### src/rtl/voice_allocator.sv
// rtl/voice_allocator.sv - polyphony controller assigning note events to oscillator slots
// Scans slots one per cycle, then commits: retrigger, first free, or steal oldest.
module voice_allocator #(
  parameter int VOICES             = 8,
  parameter int KEY_W              = 7,
  parameter int AGE_W              = 8,
  parameter int RELEASE_TICKS      = 4800,
  parameter int ENVELOPE_RESET_BIT = 0
) (
  input  logic                  clk,
  input  logic                  rst_n,
  input  logic                  ev_valid,
  output logic                  ev_ready,
  input  logic                  ev_note_on,
  input  logic [KEY_W-1:0]      ev_key,
  input  logic [31:0]           ev_freq,
  output logic [VOICES-1:0]     voice_enable,
  output logic [32*VOICES-1:0]  voice_freq,
  output logic [8*VOICES-1:0]   voice_cmds,
  output logic                  stolen
);

  localparam int IDX_W = $clog2(VOICES);
  localparam int RC_W  = (RELEASE_TICKS > 0) ? $clog2(RELEASE_TICKS + 1) : 1;
  localparam logic [IDX_W-1:0] LAST_IDX = IDX_W'(VOICES - 1);
  localparam logic [AGE_W-1:0] AGE_MAX  = {AGE_W{1'b1}};
  localparam logic [7:0]       ENV_CMD  = 8'(1 << ENVELOPE_RESET_BIT);

  typedef enum logic [1:0] {IDLE, SCAN, COMMIT} fsm_t;
  typedef enum logic [1:0] {S_FREE, S_HELD, S_RELEASING} slot_t;

  fsm_t state, state_nx;

  slot_t             slot_st  [VOICES];
  logic [KEY_W-1:0]  slot_key [VOICES];
  logic [AGE_W-1:0]  slot_age [VOICES];
  logic [RC_W-1:0]   slot_rel [VOICES];
  logic [31:0]       slot_freq[VOICES];
  logic [7:0]        slot_cmds[VOICES];

  logic              lat_on;
  logic [KEY_W-1:0]  lat_key;
  logic [31:0]       lat_freq;
  logic [IDX_W-1:0]  scan_idx;

  logic              rt_found, free_found, old_found, off_found;
  logic [IDX_W-1:0]  rt_idx, free_idx, old_idx, off_idx;
  logic [AGE_W-1:0]  old_age;

  slot_t             cur_st;
  logic [KEY_W-1:0]  cur_key;
  logic [AGE_W-1:0]  cur_age;
  logic [IDX_W-1:0]  target;
  logic              steal;
  logic              commit_on, commit_off;

  always_ff @(posedge clk or negedge rst_n) begin
    if (!rst_n) state <= IDLE;
    else        state <= state_nx;
  end

  always_comb begin
    state_nx = state;
    ev_ready = 1'b0;
    case (state)
      IDLE: begin
        ev_ready = 1'b1;
        if (ev_valid) state_nx = SCAN;
      end
      SCAN:    if (scan_idx == LAST_IDX) state_nx = COMMIT;
      COMMIT:  state_nx = IDLE;
      default: state_nx = IDLE;
    endcase
  end

  always_comb begin
    cur_st  = slot_st[scan_idx];
    cur_key = slot_key[scan_idx];
    cur_age = slot_age[scan_idx];
  end

  // Oldest-voice fallback only when nothing matched and nothing was free.
  always_comb begin
    target = old_idx;
    steal  = 1'b0;
    if (rt_found)        target = rt_idx;
    else if (free_found) target = free_idx;
    else                 steal  = 1'b1;
  end

  assign commit_on  = (state == COMMIT) && lat_on;
  assign commit_off = (state == COMMIT) && !lat_on && off_found;

  always_ff @(posedge clk or negedge rst_n) begin
    if (!rst_n) begin
      lat_on     <= 1'b0;
      lat_key    <= '0;
      lat_freq   <= '0;
      scan_idx   <= '0;
      rt_found   <= 1'b0;
      free_found <= 1'b0;
      old_found  <= 1'b0;
      off_found  <= 1'b0;
      rt_idx     <= '0;
      free_idx   <= '0;
      old_idx    <= '0;
      off_idx    <= '0;
      old_age    <= '0;
    end else begin
      if (state == IDLE && ev_valid) begin
        lat_on     <= ev_note_on;
        lat_key    <= ev_key;
        lat_freq   <= ev_freq;
        scan_idx   <= '0;
        rt_found   <= 1'b0;
        free_found <= 1'b0;
        old_found  <= 1'b0;
        off_found  <= 1'b0;
      end else if (state == SCAN) begin
        scan_idx <= scan_idx + IDX_W'(1);
        if (lat_on) begin
          if (!rt_found && cur_st != S_FREE && cur_key == lat_key) begin
            rt_found <= 1'b1;
            rt_idx   <= scan_idx;
          end
          if (!free_found && cur_st == S_FREE) begin
            free_found <= 1'b1;
            free_idx   <= scan_idx;
          end
          if (cur_st != S_FREE && (!old_found || cur_age > old_age)) begin
            old_found <= 1'b1;
            old_idx   <= scan_idx;
            old_age   <= cur_age;
          end
        end else if (!off_found && cur_st == S_HELD && cur_key == lat_key) begin
          off_found <= 1'b1;
          off_idx   <= scan_idx;
        end
      end
    end
  end

  // Countdown first; a commit to the same slot later in the block overrides it.
  always_ff @(posedge clk or negedge rst_n) begin
    if (!rst_n) begin
      stolen <= 1'b0;
      for (int i = 0; i < VOICES; i++) begin
        slot_st[i]   <= S_FREE;
        slot_key[i]  <= '0;
        slot_age[i]  <= '0;
        slot_rel[i]  <= '0;
        slot_freq[i] <= '0;
        slot_cmds[i] <= '0;
      end
    end else begin
      stolen <= commit_on && steal;
      for (int i = 0; i < VOICES; i++) begin
        slot_cmds[i] <= '0;
        if (slot_st[i] == S_RELEASING) begin
          if (slot_rel[i] != '0) slot_rel[i] <= slot_rel[i] - RC_W'(1);
          else                   slot_st[i]  <= S_FREE;
        end
        if (commit_on) begin
          if (target == IDX_W'(i)) begin
            slot_st[i]   <= S_HELD;
            slot_key[i]  <= lat_key;
            slot_freq[i] <= lat_freq;
            slot_age[i]  <= '0;
            slot_cmds[i] <= ENV_CMD;
          end else if (slot_st[i] != S_FREE && slot_age[i] != AGE_MAX) begin
            slot_age[i] <= slot_age[i] + AGE_W'(1);
          end
        end
        if (commit_off && off_idx == IDX_W'(i)) begin
          slot_st[i]  <= S_RELEASING;
          slot_rel[i] <= RC_W'(RELEASE_TICKS);
        end
      end
    end
  end

  always_comb begin
    for (int i = 0; i < VOICES; i++) begin
      voice_enable[i]       = (slot_st[i] != S_FREE);
      voice_freq[32*i +: 32] = slot_freq[i];
      voice_cmds[8*i +: 8]   = slot_cmds[i];
    end
  end

endmodule

### config.mk
export PLATFORM = sky130hd
export DESIGN_NAME = voice_allocator
export DESIGN_NICKNAME = d
export VERILOG_FILES = /design/src/rtl/voice_allocator.sv
export SDC_FILE = /design/constraint.sdc
export NUM_CORES = 1
export LEC_CHECK = 0
export CAP_MARGIN = 20
export CORE_MARGIN = 1.5
export CORE_UTILIZATION = 55
export DETAILED_ROUTE_END_ITERATION = 10
export GPL_TIMING_DRIVEN = 0
export PLACE_DENSITY = 0.92
export SLEW_MARGIN = 20
export SYNTH_ARGS = -nofsm -noshare
export SYNTH_HDL_FRONTEND = slang
export SYNTH_SLANG_ARGS = --single-unit
### constraint.sdc
create_clock -name clk -period 4.18 [get_ports clk]
set_input_delay 0.836 -clock clk [delete_from_list [all_inputs] [get_ports clk]]
set_output_delay 0.836 -clock clk [all_outputs]
set_load 0.03 [all_outputs]
==> results.md <==
* Status: completed
* Share of layout cells above drive strength 1 at 19.8%
* RePlAce Congestion at 0.912
* Crit path buf inv count at 4
* EDFF count, synth at 0
* CP peak stage delay at 480 ps
* Post-layout util at 69.6%
* Commonest cells post-synth: dfrtp_1, nand2_1, mux2_2
* Via count at 20000
* Die footprint at 0.0476 sq mm
* Clk pwr share at 36.5%
* Avg WL per Cell at 24.2 um
* CTS root buf: clkbuf_16
* Seq pwr share at 42.1%
* Fmax at 246 MHz
* Number of global-route vias before repair at 20800
* Pwr Density at 467 mW/mm^2
* Avg Synthesized Cell Area at 11.7 sq um
* NumNets Final at 2685
* Iter 0 DRT Violations at 2069
* Die Ht at 218 um
* Sink Count at 574
* Worst Max-Slew Pin Slew at 1130 ps
* Latest clock arrival within the worst-skew pair at 640 ps
* Vias per cell at 6.13
* Final non-filler cell total at 3264
* CTS tree: done
* Count leader, synth: dfrtp_1
* Placement Cell Area at 0.0298 sq mm
* Clk pin slew, worst setup/hold paths at 60 ps
* Clock buffer depth at 3
* Final worst slack at 117 ps
* DRT antenna net count at 0
* Synth area leader: dfrtp_1
* All-layer global routing usage at 33.2%
* Synth top area share at 56.4%
* Initial antenna violation count at 3
* Peak VDD IR at 0.430 mV
* Synth warn at 0
* Worst setup SP type: flop
* Skew final at 26.5 ps
* WP data arrival at 4560 ps
* Psw at 4.67 mW
* P_leak at 15.6 nW
* Post-place setup slack at -203 ps
* Largest net degree at the start of global routing at 108
* Mapped Area at 0.0255 sq mm
* Gr ovfl total at 0
* Total power at 14.8 mW
* DRT Pass-1 Iters at 6
* Final Critical Period at 4060 ps
* Layout overhead on the synthesized area at 24.5%
* Hold Crit Class: input pin to asynchronous set/reset pin
* Pint at 10.1 mW
* Post-CTS Setup Bufs at 0
* Final setup viols at 0
* Critical path peak fanout at 10
* Relative slew slack at 24.8%
* Crit Path Category: flop to flop
* # IOs at 373
* Final non-filler cell area at 0.0317 sq mm
* Ys async rst share at 100%
* Die Wd at 218 um
* Register area share after synthesis at 56.4%
* First-pass GRT wire length at 121000 um
* Gate power share at 21.4%
* Final Hold Viols at 0
* Final HPWL DP at 50600 um
* Starting density of the core at 55.9%
* Main flop type after synthesis: dfrtp_1
* Buffers on Ports at 316
* Yosys cell types at 63
* Max Cap Viol at 0
* Sw frac at 31.5%
* Tcrit/Tclk final at 97.2%
* Worst path cell trace: buf_4 > clkbuf_4 > buf_2 > mux4_2 > mux2_2 > ha_1 > nand4_1 > a21oi_1 > o32ai_1 > a21oi_1 > clkbuf_4 > mux2_2
* Crit-path slowest cell: dfrtp_1
* WP data required at 4680 ps
* Number of hold buffers added after cts at 0
* Row count at 78
* Dpl cells at 3158
* Top post-synthesis cells by area: dfrtp_1, mux2_2, nand2_1, mux4_2, nor2_1
* Critical path capture point type: flop
* CP delay by family, top: buffers and inverters
* Synthesis-stage register bit count at 574
* Fin. max-slew vios at 0
* H-tree depth at 2
* Remaining DRCs at 0
* Post-CTS Resized at 3
* Total CTS buffers at 57
* DRT Wirelength at 78900 um
* Synth Instances at 2181
* Core Area at 0.0456 sq mm
through the flow:
stage               hold slack [ps]  TNS, ps
floorplan                       441        0
global placement                454        -
detailed placement              463    -1560
CTS                            28.9        0
global route                   37.3    -22.2
finish                         51.4        0
power by group through the flow:
stage	Clock (mW)	Sequential (mW)	Combinational (mW)
after floorplan	0	6.53	1.55
after global placement	0	6.28	2.86
after detailed placement	0	6.29	3.02
after CTS	5.40	6.22	3.11
after global routing	5.60	6.26	3.33
final	5.40	6.24	3.16
layout by cell type (no fill, tap or decap), types with 12 or more instances in the layout:
cell type and count:
a21oi_1 38, nor2_1 160, nand3_1 43, xnor2_1 59, or3_1 21, mux2i_1 18, buf_4 58, dfrtp_1 574
clkdlybuf4s50_1 315, mux2_2 302, mux4_2 31, clkbuf_8 12, clkbuf_1 115, conb_1 56, a211oi_1 21, xor2_1 63
clkbuf_16 57, nor3_1 26, nand2_1 347, o211ai_1 12, o21ai_0 37, nor4_1 22, ha_1 26, nand4_1 31
inv_1 39
state kept, by name, indices dropped and copies added, names as in the netlist, 7 cells and up:
name,cells
old_age,8
slot_rel,104
slot_age,64
voice_freq,256
voice_cmds,8
slot_st,16
lat_key,7
slot_key,56
lat_freq,32
layout make-up:
cell class / count / area [sq um]
flip-flops and latches: 574 / 14400
fillers: 2715 / 13900
multi-input cells: 1444 / 10300
repair buffers: 322 / 3330
clock buffers: 87 / 1660
plain buffers: 172 / 902
well taps: 600 / 751
clock inverters: 19 / 279
inverters: 45 / 169
diodes: 1 / 2.50
cell families (layout without fill, tap and decap cells):
family / Yosys count / count (layout) / share of synthesized area, %
adder cells (fa/ha/maj): 26 / 26 / 1.28
buffers and inverters: 218 / 645 / 4.18
AND/OR/NAND/NOR: 728 / 728 / 13.0
flip-flops: 574 / 574 / 56.4
other: 1 / 57 / 0.0147
AO/OA/AOI/OAI: 161 / 161 / 4.16
multiplexers: 351 / 351 / 16.8
XOR/XNOR: 122 / 122 / 4.19
worst paths after layout:
path,from,endpoint,slack (ps),cells after the start
hold / removal,rst_n,slot_rel[68],50,1
setup reg to reg,scan_idx[1],old_age[5],120,12
hold reg to reg,voice_freq[249],voice_freq[249],480,2
setup / recovery,scan_idx[1],old_age[5],120,12
max in group asynchronous,rst_n,voice_freq[98],2880,3
min in group clk,voice_freq[249],voice_freq[249],480,2
per-layer routing:
metal | up-vias | GRT usage (%) | wire, um | share of wire [%]
li1 | 8268 | - | - | -
met1 | 10100 | 38.1 | 27300 | 35
met2 | 1241 | 55.5 | 38700 | 49
met3 | 363 | 10.5 | 8110 | 10
met4 | 4 | 18.0 | 4770 | 6.0
met5 | - | 0 | 23 | 0.029
(Power assumes the default switching activity.)
